===== src/rtl/kadai4_pkg.sv =====
// kadai4_pkg: shared types and widths for the sequential 8x8 multiplier.
// Latency: n/a (declarations only).
// Backpressure: n/a.
package kadai4_pkg;

  localparam int OPW   = 8;   // operand width
  localparam int RESW  = 16;  // product width
  localparam int ITERS = 8;   // shift-add iterations per product
  localparam int CNTW  = 4;   // iteration counter width, holds 0..ITERS

  typedef enum logic [1:0] {
    ST_IDLE,
    ST_REQ,
    ST_CALC,
    ST_OUT
  } state_t;

endpackage


===== src/rtl/kadai4_mul8.sv =====
// kadai4_mul8: shift-add datapath (multiplicand, multiplier, accumulator, counter).
// Latency: one iteration per i_step; o_done rises once ITERS steps have been taken.
// Backpressure: none; the controller decides when to load, step or clear.
// Ports: i_clk/i_rst clock and sync reset; i_load captures i_a/i_b and zeroes
//        acc/counter; i_step runs one iteration; i_clear zeroes acc/counter;
//        o_acc running product; o_done counter reached ITERS.
module kadai4_mul8
  import kadai4_pkg::*;
(
  input  logic            i_clk,
  input  logic            i_rst,
  input  logic            i_load,
  input  logic            i_step,
  input  logic            i_clear,
  input  logic [OPW-1:0]  i_a,
  input  logic [OPW-1:0]  i_b,
  output logic [RESW-1:0] o_acc,
  output logic            o_done
);

  logic [OPW-1:0]  r_mcand;
  logic [OPW-1:0]  r_mplier;
  logic [RESW-1:0] r_acc;
  logic [CNTW-1:0] r_cnt;

  // Multiplicand weighted by the current bit position; the multiplier is
  // shifted right so its LSB is always the bit for this position.
  logic [RESW-1:0] w_partial;
  assign w_partial = RESW'(r_mcand) << r_cnt;

  always_ff @(posedge i_clk) begin
    if (i_rst) begin
      r_mcand  <= '0;
      r_mplier <= '0;
      r_acc    <= '0;
      r_cnt    <= '0;
    end else if (i_clear) begin
      r_acc <= '0;
      r_cnt <= '0;
    end else if (i_load) begin
      r_mcand  <= i_a;
      r_mplier <= i_b;
      r_acc    <= '0;
      r_cnt    <= '0;
    end else if (i_step) begin
      if (r_mplier[0])
        r_acc <= r_acc + w_partial;
      r_mplier <= r_mplier >> 1;
      r_cnt    <= r_cnt + CNTW'(1);
    end
  end

  assign o_acc  = r_acc;
  assign o_done = (r_cnt == CNTW'(ITERS));

endmodule


===== src/rtl/kadai4.sv =====
// kadai4: continuous 8x8 unsigned multiplier with REQ_AB/ACK operand handshake.
// Latency: X/X_VALID 9 edges after the ACK capture edge; 10 cycles per product plus ACK wait.
// Backpressure: REQ_AB held until ACK; HALT aborts to IDLE, RST clears everything.
// Ports: CLK, RST (sync, active-high), START, HALT, A, B, ACK in;
//        REQ_AB, X (last product), X_VALID (one-cycle strobe) out, all registered.
module kadai4
  import kadai4_pkg::*;
(
  input  logic            CLK,
  input  logic            RST,
  input  logic            START,
  input  logic            HALT,
  input  logic [OPW-1:0]  A,
  input  logic [OPW-1:0]  B,
  input  logic            ACK,
  output logic            REQ_AB,
  output logic [RESW-1:0] X,
  output logic            X_VALID
);

  state_t          r_state;
  logic            r_req_ab;
  logic [RESW-1:0] r_x;
  logic            r_x_valid;

  logic [RESW-1:0] w_acc;
  logic            w_done;
  logic            w_load;
  logic            w_step;
  logic            w_clear;

  // HALT suppresses operand capture and iteration on the same edge it wins.
  assign w_load  = (r_state == ST_REQ)  && ACK && !HALT;
  assign w_step  = (r_state == ST_CALC) && !w_done && !HALT;
  assign w_clear = HALT;

  kadai4_mul8 u_mul8 (
    .i_clk   (CLK),
    .i_rst   (RST),
    .i_load  (w_load),
    .i_step  (w_step),
    .i_clear (w_clear),
    .i_a     (A),
    .i_b     (B),
    .o_acc   (w_acc),
    .o_done  (w_done)
  );

  // Outputs are registered alongside the state so they track it edge-for-edge.
  always_ff @(posedge CLK) begin
    if (RST) begin
      r_state   <= ST_IDLE;
      r_req_ab  <= 1'b0;
      r_x       <= '0;
      r_x_valid <= 1'b0;
    end else if (HALT) begin
      r_state   <= ST_IDLE;
      r_req_ab  <= 1'b0;
      r_x_valid <= 1'b0;
    end else begin
      case (r_state)
        ST_IDLE: begin
          r_x_valid <= 1'b0;
          if (START) begin
            r_state  <= ST_REQ;
            r_req_ab <= 1'b1;
          end
        end
        ST_REQ: begin
          if (ACK) begin
            r_state  <= ST_CALC;
            r_req_ab <= 1'b0;
          end
        end
        ST_CALC: begin
          // The edge after the 8th iteration publishes the product.
          if (w_done) begin
            r_state   <= ST_OUT;
            r_x       <= w_acc;
            r_x_valid <= 1'b1;
          end
        end
        ST_OUT: begin
          r_state   <= ST_REQ;
          r_req_ab  <= 1'b1;
          r_x_valid <= 1'b0;
        end
        default: begin
          r_state   <= ST_IDLE;
          r_req_ab  <= 1'b0;
          r_x_valid <= 1'b0;
        end
      endcase
    end
  end

  assign REQ_AB  = r_req_ab;
  assign X       = r_x;
  assign X_VALID = r_x_valid;

endmodule


===== config.mk =====
export PLATFORM = sky130hd
export DESIGN_NAME = kadai4
export DESIGN_NICKNAME = d
export VERILOG_FILES = /design/src/rtl/kadai4_pkg.sv /design/src/rtl/kadai4_mul8.sv /design/src/rtl/kadai4.sv
export SDC_FILE = /design/constraint.sdc
export NUM_CORES = 1
export LEC_CHECK = 0
export ABC_CLOCK_PERIOD_IN_PS = 7380
export BUFFER_PORTS_ARGS = -buffer_cell sky130_fd_sc_hd__buf_2
export CAP_MARGIN = 20
export CORE_ASPECT_RATIO = 0.5
export CORE_MARGIN = 10
export CORE_UTILIZATION = 55
export DETAILED_ROUTE_END_ITERATION = 16
export PLACE_DENSITY = 0.86
export SYNTH_ARGS = -nofsm -noshare
export SYNTH_HDL_FRONTEND = slang
export SYNTH_SLANG_ARGS = --single-unit

===== constraint.sdc =====
create_clock -name CLK -period 7.38 [get_ports CLK]
set_input_delay 0.738 -clock CLK [delete_from_list [all_inputs] [get_ports CLK]]
set_output_delay 0.738 -clock CLK [all_outputs]
set_load 0.01 [all_outputs]

==> impl_metrics.json, run 1 <==
{
  "synth_compound_area_share_pct": 22.3,
  "postCtsSetupRepairBufs": 0,
  "timing.final.crit_period_ns": 3.83,
  "via_count": 3187,
  "run_status": "finished, final reports clean",
  "cts-buffers-inserted": 5,
  "final_min_period_over_clock_period_pct": 51.9,
  "diodes": 0,
  "setup_violations": 0,
  "largest_family_of_logic_cells_by_synthesized_area": "simple AND/OR/NAND/NOR gates",
  "drive_gt1_share_pct": 11.6,
  "synth_mux_area_share_pct": 5.26,
  "tns_ns": 0,
  "final-seq-area_mm2": 0.00112,
  "placementRows": 20,
  "route.detailed.vias_per_inst": 5.89,
  "yosysSeqAreaShare_pct": 33.2,
  "synth.top_cells.by_count": "95 x sky130_fd_sc_hd__nand2_1, 58 x sky130_fd_sc_hd__a21oi_1, 56 x sky130_fd_sc_hd__dfxtp_1",
  "worstSetupStartpointType": "flop",
  "global_route.usage.total_pct": 16.9,
  "postSynthNetCount": 491,
  "cellInternalPower_mw": 0.444,
  "synth_most_common_cell": "sky130_fd_sc_hd__nand2_1",
  "maxSlewHeadroom_pct": 48.6,
  "worst-r2r-setup-slack_ns": 3.55,
  "floorplan.core_area_mm2": 0.00601,
  "timing.critical_path.required_ns": 7.57,
  "switching_power_mw": 0.134,
  "area.growth.synth_to_final_pct": 9.34,
  "worst_ir_drop_vdd_v": 0.0000998,
  "netlist_instances": 447,
  "final_routed_drc_violation_total": 0,
  "cts.htree.levels": 2,
  "ys_ff_latch": 56,
  "achievable_freq_mhz": 261,
  "p_seq_share_pct": 53.2,
  "yosys_most_used_dff": "sky130_fd_sc_hd__dfxtp_1",
  "max-cap-violations": 0,
  "hold_path.class": "reg -> reg",
  "yosys.area_share.simple_pct": 22.8,
  "cts_buffer_depth": 2,
  "port_buffers": 38,
  "holdCritStartpoint": "X[3]$_SDFFE_PP0P_",
  "synth_fa_ha_area_share_pct": 8.75,
  "yosysTopAreaCell": "sky130_fd_sc_hd__dfxtp_1",
  "worst_setup_path_end_kind": "flop",
  "initial_util_pct": 56.2,
  "dp_hpwl_mm": 5.74,
  "syn_area_per_cell_um2": 7.55,
  "worst_setup_hold_path_clk_slew_ns": 0.07,
  "drt_wl_total_mm": 8.10,
  "detail_route.wl_per_cell_um": 15.0,
  "post_cts_resized": 0,
  "first_global_vias": 2904,
  "min_delay_worst_endpoint": "X[3]$_SDFFE_PP0P_",
  "cts_root_buf": "sky130_fd_sc_hd__clkbuf_16",
  "antenna_found_initial": 0,
  "netlist-cell-type-count": 52,
  "worstMarginPinSlew_ns": 0.770,
  "p_comb_share_pct": 5.3,
  "leakage_nw": 1.49,
  "tritoncts": "built",
  "hold_violations": 0,
  "total_power_mw": 0.578,
  "synth_enable_flop_cells": 0,
  "detailedRoute.firstPassIterationCount": 5,
  "synthDominantCellAreaShare_pct": 33.2,
  "grt_remaining_overflow": 0,
  "grt_max_degree": 36,
  "arrival_time_worst_endpoint_ns": 4.02,
  "detail_route.iter0.violations": 300,
  "worst_r2r_startpoint": "u_mul8.r_cnt[1]$_SDFFE_PP0P_",
  "die_height_um": 75.4,
  "finalNetCount": 507,
  "slew_violations": 0,
  "path_max_fanout": 19,
  "synth.yosys.warnings": 0,
  "num_io_pins": 39,
  "reg2regPathDepth": 12,
  "timing.clock.skew_ns": 0.00558,
  "first_pass_grt_wire_length_mm": 13.6,
  "crit_path_class": "reg -> reg",
  "yosys-top-cells-area": "sky130_fd_sc_hd__dfxtp_1 33%, sky130_fd_sc_hd__nand2_1 11%, sky130_fd_sc_hd__a21oi_1 8.6%, sky130_fd_sc_hd__ha_1 8.2%, sky130_fd_sc_hd__nor2_1 4.3%",
  "rsz_0062_raised_after_global_routing": "no",
  "clock_latency_ns": 0.30,
  "final_antenna_net_count": 0,
  "syn-cell-area_mm2": 0.00338,
  "netSwitchingFraction_pct": 23.2,
  "floorplan.die_area_mm2": 0.00986,
  "post_synth_xor_area_fraction_pct": 3.11,
  "quantity_of_hold_fixing_buffers_added_after_cts": 0,
  "ys_async_sr_fraction_pct": 0,
  "gp_congestion": 1.02,
  "multiInputGateArea_mm2": 0.00210,
  "n_fill_cell": 555,
  "clock_power_share_pct": 41.5,
  "power-per-cell-area_mw_per_mm2": 157,
  "die-width_um": 131,
  "clkSinkCount": 56,
  "timing.hold.worst_path_depth": 2,
  "timing.rr.end": "u_mul8.o_acc[13]$_SDFFE_PP0P_"
}
-- placed cells by master, fill, tap and decap left out, drive strengths merged, types with 6 or more instances in the layout --
cell type	synthesis	routed
mux2i	11	11
nand4	6	6
a21oi	59	59
a21o	8	8
o22ai	6	6
nor2	39	39
nand3	14	14
xnor2	7	7
buf	5	38
dfxtp	56	56
o21ai	19	19
ha	22	22
a211oi	7	7
nand2	95	95
inv	8	8
-- per-layer routing --
metal	part of all wire (%)	GRT usage [%]	vias up	wire (µm)
li1	-	-	1601	-
met1	48	21.8	1445	3880
met2	43	26.9	120	3450
met3	7.5	4.17	21	604
met4	2.1	6.24	0	169
met5	0	0	-	0
-- worst max-delay path by stage --
stage / startpoint / end / slack, ns / cells past startpoint
after floorplan: u_mul8.r_cnt[1]$_SDFFE_PP0P_ / u_mul8.o_acc[13]$_SDFFE_PP0P_ / 4.37 / 14
after detailed placement: u_mul8.r_cnt[1]$_SDFFE_PP0P_ / u_mul8.o_acc[13]$_SDFFE_PP0P_ / 3.85 / 12
final: u_mul8.r_cnt[1]$_SDFFE_PP0P_ / u_mul8.o_acc[13]$_SDFFE_PP0P_ / 3.55 / 12
after global placement: u_mul8.r_cnt[1]$_SDFFE_PP0P_ / u_mul8.o_acc[13]$_SDFFE_PP0P_ / 4.00 / 12
after global routing: u_mul8.r_cnt[1]$_SDFFE_PP0P_ / u_mul8.o_acc[13]$_SDFFE_PP0P_ / 3.38 / 12
after CTS: u_mul8.r_cnt[1]$_SDFFE_PP0P_ / u_mul8.o_acc[13]$_SDFFE_PP0P_ / 3.60 / 12
-- final cells by class --
cell class / count / share of cell area (%)
clock inverter: 3 / 0.644
inverter: 9 / 0.915
clock buffer: 5 / 3.39
timing repair buffer: 38 / 5.15
multi-input combinational: 353 / 56.9
sequential: 56 / 30.4
tap: 77 / 2.61
-- flip-flops by register name, indices dropped and copies added (netlist names) --
name             flops
r_state              2
REQ_AB               1
u_mul8.r_mplier      8
X                   16
u_mul8.r_cnt         4
u_mul8.r_mcand       8
X_VALID              1
u_mul8.o_acc        16
-- worst max-delay path, stage by stage (launching register included) --
cell and delay [ns]:
sky130_fd_sc_hd__dfxtp_1 0.78, sky130_fd_sc_hd__mux2_2 0.43, sky130_fd_sc_hd__o21ai_0 0.25, sky130_fd_sc_hd__nor2_1 0.07
sky130_fd_sc_hd__a21oi_1 0.19, sky130_fd_sc_hd__nor2_1 0.07, sky130_fd_sc_hd__ha_1 0.41, sky130_fd_sc_hd__a211oi_1 0.37
sky130_fd_sc_hd__o211ai_1 0.27, sky130_fd_sc_hd__a41oi_1 0.39, sky130_fd_sc_hd__o21ai_0 0.15, sky130_fd_sc_hd__xor2_1 0.16
sky130_fd_sc_hd__a22o_1 0.19
-- kinds of logic after synthesis --
group	Yosys count
buffers and inverters	38
XOR/XNOR	12
adder cells (fa/ha/maj)	23
AND/OR/NAND/NOR	178
flip-flops	56
AO/OA/AOI/OAI	124
multiplexers	16
-- power groups by stage --
stage	combinational (mW)	sequential, mW	clock [mW]
final	0.0306	0.308	0.240
after global routing	0.0350	0.308	0.255
after CTS	0.0305	0.308	0.240
after detailed placement	0.0301	0.315	0
after global placement	0.0298	0.314	0
after floorplan	0.0207	0.314	0
-- per-stage QoR --
step           std cells  hold WS, ns  util, %  setup WS [ns]  instance area (µm²)
6_report             541        0.452     61.5           3.55                 3690
5_1_grt              541        0.479     61.5           3.38                 3690
4_1_cts              541        0.455     61.5           3.60                 3690
3_5_place_dp         533        0.445     59.0           3.85                 3540
3_3_place_gp         533        0.439     59.0           4.00                 3540
2_1_floorplan        447        0.445        -           4.37                 3380
Power figures use the tool's default switching activity.
==> inputs of run 2 (changes only) <==
--- a/config.mk
+++ b/config.mk
@@ -5,12 +5,12 @@
 export SDC_FILE = /design/constraint.sdc
 export NUM_CORES = 1
 export LEC_CHECK = 0
-export ABC_CLOCK_PERIOD_IN_PS = 7380
+export ABC_CLOCK_PERIOD_IN_PS = 3500
 export BUFFER_PORTS_ARGS = -buffer_cell sky130_fd_sc_hd__buf_2
 export CAP_MARGIN = 20
 export CORE_ASPECT_RATIO = 0.5
 export CORE_MARGIN = 10
-export CORE_UTILIZATION = 55
+export CORE_UTILIZATION = 53
 export DETAILED_ROUTE_END_ITERATION = 16
 export PLACE_DENSITY = 0.86
 export SYNTH_ARGS = -nofsm -noshare
==> constraint.sdc (replaced) <==
create_clock -name CLK -period 3.5 [get_ports CLK]
set_input_delay 0.35 -clock CLK [delete_from_list [all_inputs] [get_ports CLK]]
set_output_delay 0.35 -clock CLK [all_outputs]
set_load 0.01 [all_outputs]
==> run 2 against run 1 <==
Register-to-register slack got worse by 3.3 ns. Clock-buffer cell count unchanged. Sequential power increased by 110%. Cell area increased by 1.6%. Die area increased by 3.0%. First-iteration DRC count decreased by 41%. Critical endpoint unchanged. Largest power group unchanged.
==> impl_metrics.json, run 2 (synthesis results as in run 1) <==
{
  "maxSlewHeadroom_pct": 57.4,
  "arrival_time_worst_endpoint_ns": 3.39,
  "netSwitchingFraction_pct": 22.7,
  "rsz_0062_raised_after_global_routing": "no",
  "clock_power_share_pct": 41.0,
  "power-per-cell-area_mw_per_mm2": 323,
  "timing.critical_path.required_ns": 3.69,
  "placementRows": 20,
  "clock_latency_ns": 0.30,
  "cts-buffers-inserted": 5,
  "worstMarginPinSlew_ns": 0.638,
  "p_seq_share_pct": 53.6,
  "route.detailed.vias_per_inst": 5.55,
  "clkSinkCount": 56,
  "cts.htree.levels": 2,
  "final-seq-area_mm2": 0.00112,
  "worstSetupStartpointType": "flop",
  "switching_power_mw": 0.274,
  "p_comb_share_pct": 5.4,
  "first_pass_grt_wire_length_mm": 13.4,
  "die-width_um": 133,
  "run_status": "finished, final reports clean",
  "worst_setup_path_end_kind": "flop",
  "crit_path_class": "reg -> reg",
  "detailedRoute.firstPassIterationCount": 4,
  "floorplan.core_area_mm2": 0.00613,
  "drt_wl_total_mm": 7.95,
  "mostFrequentLayoutCell": "sky130_fd_sc_hd__nand2_1",
  "tritoncts": "built",
  "holdCritStartpoint": "B[7]",
  "initial_util_pct": 55.1,
  "setup_violations": 0,
  "die_height_um": 76.4,
  "post_cts_resized": 0,
  "global_route.usage.total_pct": 15.2,
  "drive_gt1_share_pct": 13.0,
  "timing.clock.skew_ns": 0.00750,
  "max-cap-violations": 0,
  "timing.final.crit_period_ns": 3.21,
  "postCtsSetupRepairBufs": 0,
  "quantity_of_hold_fixing_buffers_added_after_cts": 0,
  "tns_ns": 0,
  "reg2regPathDepth": 12,
  "slew_violations": 0,
  "final_min_period_over_clock_period_pct": 91.6,
  "hold_path.class": "in -> reg",
  "area.growth.synth_to_final_pct": 11.1,
  "worst_setup_hold_path_clk_slew_ns": 0.07,
  "cts_buffer_depth": 2,
  "via_count": 3095,
  "num_io_pins": 39,
  "path_max_fanout": 11,
  "hold_violations": 0,
  "multiInputGateArea_mm2": 0.00210,
  "worst-r2r-setup-slack_ns": 0.29,
  "timing.rr.end": "u_mul8.o_acc[13]$_SDFFE_PP0P_",
  "first_global_vias": 2903,
  "n_fill_cell": 561,
  "final_routed_drc_violation_total": 0,
  "floorplan.die_area_mm2": 0.0102,
  "dp_hpwl_mm": 6.03,
  "layout.cells.most_common_list": "95 x sky130_fd_sc_hd__nand2_1, 58 x sky130_fd_sc_hd__a21oi_1, 55 x sky130_fd_sc_hd__dfxtp_1",
  "layout.cells.non_filler": 558,
  "port_buffers": 38,
  "cellInternalPower_mw": 0.936,
  "cts_root_buf": "sky130_fd_sc_hd__clkbuf_16",
  "detail_route.wl_per_cell_um": 14.2,
  "place.detailed.instances": 550,
  "grt_max_degree": 36,
  "detail_route.iter0.violations": 177,
  "antenna_found_initial": 0,
  "diodes": 0,
  "leakage_nw": 1.52,
  "final_antenna_net_count": 0,
  "achievable_freq_mhz": 312,
  "finalNetCount": 513,
  "timing.hold.worst_path_depth": 3,
  "min_delay_worst_endpoint": "u_mul8.r_mplier[7]$_SDFFE_PP0P_",
  "grt_remaining_overflow": 0,
  "gp_congestion": 0.960,
  "worst_ir_drop_vdd_v": 0.000210,
  "worst_r2r_startpoint": "u_mul8.r_cnt[1]$_SDFFE_PP0P_"
}
==> run 2: cell count changes in the layout (fill, tap and decap cells not counted) <==
cell / delta
sky130_fd_sc_hd__buf_4: +6
sky130_fd_sc_hd__dfxtp_1: -1
sky130_fd_sc_hd__dfxtp_2: +1
==> run 2: metrics by stage <==
step	util (%)	hold WS (ns)	power (mW)	setup WS (ns)	cell area, µm²
floorplan	-	0.445	0.706	0.488	3380
global route	61.2	0.294	1.26	0.0628	3750
finish	61.2	0.283	1.21	0.294	3750
CTS	61.2	0.284	1.22	0.183	3750
global placement	58.7	0.440	0.726	0.405	3600
detailed placement	58.7	0.445	0.727	0.258	3600
==> run 2: cell type report <==
class	count	area share [%]
Multi-Input combinational cell	353	56.0
Sequential cell	56	29.9
Timing Repair Buffer	44	6.27
Clock buffer	5	3.34
Tap cell	88	2.94
Inverter	9	0.901
Clock inverter	3	0.634
==> run 2: per-layer routing <==
metal | track usage [%] | up-vias | share of wire [%]
met3 | 4.54 | 16 | 5.6
met2 | 23.5 | 90 | 42
met1 | 19.9 | 1372 | 51
li1 | - | 1617 | -
met4 | 4.48 | 0 | 1.8
met5 | 0 | - | 0
==> run 2: worst max-delay path, stage by stage (launching register included) <==
cell	delay [ns]
sky130_fd_sc_hd__dfxtp_2	0.46
sky130_fd_sc_hd__mux2_2	0.38
sky130_fd_sc_hd__o21ai_0	0.28
sky130_fd_sc_hd__nor2_1	0.08
sky130_fd_sc_hd__a21oi_1	0.19
sky130_fd_sc_hd__nor2_1	0.08
sky130_fd_sc_hd__ha_1	0.30
sky130_fd_sc_hd__a211oi_1	0.28
sky130_fd_sc_hd__o211ai_1	0.22
sky130_fd_sc_hd__a41oi_1	0.35
sky130_fd_sc_hd__o21ai_0	0.14
sky130_fd_sc_hd__xor2_1	0.15
sky130_fd_sc_hd__a22o_1	0.20
==> run 2: power by group through the flow <==
stage	combinational [mW]	clock [mW]	sequential (mW)
3_5_place_dp	0.0646	0	0.663
5_1_grt	0.0741	0.532	0.649
4_1_cts	0.0653	0.507	0.648
2_1_floorplan	0.0437	0	0.662
6_report	0.0651	0.496	0.648
3_3_place_gp	0.0635	0	0.663
==> run 2: worst max-delay path by stage <==
stage	start	end	slack [ns]	cells after the start
6_report	u_mul8.r_cnt[1]$_SDFFE_PP0P_	u_mul8.o_acc[13]$_SDFFE_PP0P_	0.29	12
3_3_place_gp	u_mul8.r_cnt[1]$_SDFFE_PP0P_	u_mul8.o_acc[15]$_SDFFE_PP0P_	0.40	11
2_1_floorplan	u_mul8.r_cnt[1]$_SDFFE_PP0P_	u_mul8.o_acc[13]$_SDFFE_PP0P_	0.49	14
4_1_cts	u_mul8.r_cnt[1]$_SDFFE_PP0P_	u_mul8.o_acc[13]$_SDFFE_PP0P_	0.18	12
5_1_grt	u_mul8.r_cnt[1]$_SDFFE_PP0P_	u_mul8.o_acc[13]$_SDFFE_PP0P_	0.06	12
3_5_place_dp	u_mul8.r_cnt[1]$_SDFFE_PP0P_	u_mul8.o_acc[13]$_SDFFE_PP0P_	0.26	12
==> inputs of run 3 (changes only) <==
--- a/config.mk
+++ b/config.mk
@@ -12,7 +12,7 @@
 export CORE_MARGIN = 10
 export CORE_UTILIZATION = 53
 export DETAILED_ROUTE_END_ITERATION = 16
-export PLACE_DENSITY = 0.86
+export PLACE_DENSITY = 0.76
 export SYNTH_ARGS = -nofsm -noshare
 export SYNTH_HDL_FRONTEND = slang
 export SYNTH_SLANG_ARGS = --single-unit
==> run 3 against run 2 <==
Register-to-register slack gained 0.06 ns. Power grew 5.0%. Die area is the same. Worst setup slack gained 0.065 ns. Final cell count is the same. Critical path depth shrank 1. Clock power grew 12%. Sequential share of layout area shrank 0.12 points. Combinational power grew 2%. Hold slack gained 0.0051 ns. Flip-flop and latch count is the same. Critical path type unchanged. Largest cell class unchanged. Largest power group unchanged.
==> impl_metrics.json, run 3 (synthesis results as in run 1) <==
{
  "area.growth.synth_to_final_pct": 11.6,
  "dp_hpwl_mm": 6.00,
  "diodes": 0,
  "path_max_fanout": 11,
  "use_met2_pct": 20.7,
  "drt_wl_total_mm": 8.00,
  "drive_gt1_share_pct": 12.8,
  "hold_path.class": "in -> reg",
  "timing.rr.end": "u_mul8.o_acc[8]$_SDFFE_PP0P_",
  "setup.worst_path.end": "u_mul8.o_acc[8]$_SDFFE_PP0P_",
  "mostFrequentLayoutCell": "sky130_fd_sc_hd__nand2_1",
  "rsz_0062_raised_after_global_routing": "no",
  "worstPathCellList": "clkinv_1, nand3_1, nor3_1, ha_1, fa_1, a211o_1, a21o_1, a31oi_1, nand2b_1, mux2i_1, a21oi_1",
  "layout.cells.non_filler": 558,
  "worst_ir_drop_vdd_v": 0.000185,
  "worst_setup_hold_path_clk_slew_ns": 0.07,
  "critical-path-slowest-cell": "sky130_fd_sc_hd__dfxtp_1",
  "timing.clock.skew_ns": 0.00717,
  "timing.critical_path.required_ns": 3.68,
  "num_io_pins": 39,
  "final_routed_drc_violation_total": 0,
  "worst_r2r_startpoint": "u_mul8.r_cnt[0]$_SDFFE_PP0P_",
  "crit_path_class": "reg -> reg",
  "total_power_mw": 1.27,
  "port_buffers": 38,
  "finalNetCount": 513,
  "worstMarginPinSlew_ns": 0.688,
  "worstSetupStartpointType": "flop",
  "achievable_freq_mhz": 318,
  "maxSlewHeadroom_pct": 54.1,
  "max-cap-violations": 0,
  "worst_setup_path_end_kind": "flop",
  "post_cts_resized": 0,
  "grt_max_degree": 36,
  "final_min_period_over_clock_period_pct": 89.7,
  "route.detailed.vias_per_inst": 5.57,
  "power-per-cell-area_mw_per_mm2": 337,
  "reg2regPathDepth": 11,
  "tritoncts": "built",
  "floorplan.die_area_mm2": 0.0102,
  "grt.met3_usage_pct": 4.41,
  "detail_route.iter0.violations": 234,
  "die-width_um": 133,
  "cts.htree.levels": 2,
  "quantity_of_hold_fixing_buffers_added_after_cts": 0,
  "worst-r2r-setup-slack_ns": 0.36,
  "final_antenna_net_count": 0,
  "cts_buffer_depth": 2,
  "die_height_um": 76.4,
  "global_route.usage.total_pct": 14.8,
  "placementRows": 20,
  "setup_violations": 0,
  "cts-buffers-inserted": 5,
  "hold_violations": 0,
  "layout.cells.most_common_list": "95 x sky130_fd_sc_hd__nand2_1, 58 x sky130_fd_sc_hd__a21oi_1, 55 x sky130_fd_sc_hd__dfxtp_1",
  "detailedRoute.firstPassIterationCount": 5,
  "grt_remaining_overflow": 0,
  "run_status": "finished, final reports clean",
  "global_route_met1_utilization_pct": 21.5,
  "crit_path_max_incr_delay_ns": 0.53,
  "detail_route.wl_per_cell_um": 14.3,
  "clkSinkCount": 56,
  "postLayoutCoreUtil_pct": 61.4,
  "worstSetupStartpoint": "u_mul8.r_cnt[0]$_SDFFE_PP0P_",
  "place.detailed.instances": 550,
  "timing.final.crit_period_ns": 3.14,
  "antenna_found_initial": 0,
  "floorplan.core_area_mm2": 0.00613,
  "arrival_time_worst_endpoint_ns": 3.32,
  "cp_top_family": "compound AO/OA/AOI/OAI gates",
  "gp_congestion": 0.932,
  "first_pass_grt_wire_length_mm": 12.9,
  "initial_util_pct": 55.1,
  "first_global_vias": 2660,
  "most_crowded_layer_after_global_routing": "met1",
  "slew_violations": 0,
  "worst-path-buf-inv": 1,
  "via_count": 3107,
  "leakage_nw": 1.54,
  "path_depth": 11,
  "tns_ns": 0,
  "clock_latency_ns": 0.29,
  "cts_root_buf": "sky130_fd_sc_hd__clkbuf_16",
  "postCtsSetupRepairBufs": 0
}
## run 3: layer usage
layer | wire [µm] | share of wire, %
met1 | 4090 | 51
met4 | 59 | 0.74
met3 | 676 | 8.5
met5 | 0 | 0
met2 | 3170 | 40
## run 3: worst min-delay path by stage
| stage | start | end | slack, ns | depth (start not counted) |
|---|---|---|---|---|
| global placement | X[9]$_SDFFE_PP0P_ | X[9]$_SDFFE_PP0P_ | 0.44 | 2 |
| floorplan | u_mul8.o_acc[15]$_SDFFE_PP0P_ | X[15]$_SDFFE_PP0P_ | 0.45 | 2 |
| CTS | A[6] | u_mul8.r_mcand[6]$_SDFFE_PP0P_ | 0.28 | 3 |
| detailed placement | X[10]$_SDFFE_PP0P_ | X[10]$_SDFFE_PP0P_ | 0.44 | 2 |
| finish | A[3] | u_mul8.r_mcand[3]$_SDFFE_PP0P_ | 0.29 | 3 |
| global route | B[7] | u_mul8.r_mplier[7]$_SDFFE_PP0P_ | 0.29 | 3 |
## run 3: worst min-delay path: stages
cell and delay [ns]:
sky130_fd_sc_hd__buf_2 0.09, sky130_fd_sc_hd__nand2_1 0.04, sky130_fd_sc_hd__a21oi_1 0.05
## run 3: metrics by stage
step	hold WS [ns]	setup slack, ns	cell area, µm²
after global routing	0.291	0.0224	3770
after detailed placement	0.444	0.267	3600
final	0.288	0.359	3770
after global placement	0.440	0.314	3600
after floorplan	0.445	0.488	3380
after CTS	0.283	0.259	3760
## run 3: layout make-up
type,count,area [µm²]
clock buffer,6,129
fill,571,2360
inverter,9,33.8
sequential,56,1120
clock inverter,2,35.0
timing repair buffer,44,235
multi-input combinational,353,2100
tap,88,110
## run 3: report_power, final
group | leakage (nW) | switching (mW) | total [mW] | internal (mW)
combinational | 1.01 | 0.0398 | 0.0666 | 0.0268
clock | 0.0808 | 0.219 | 0.555 | 0.337
sequential | 0.452 | 0.00511 | 0.649 | 0.643
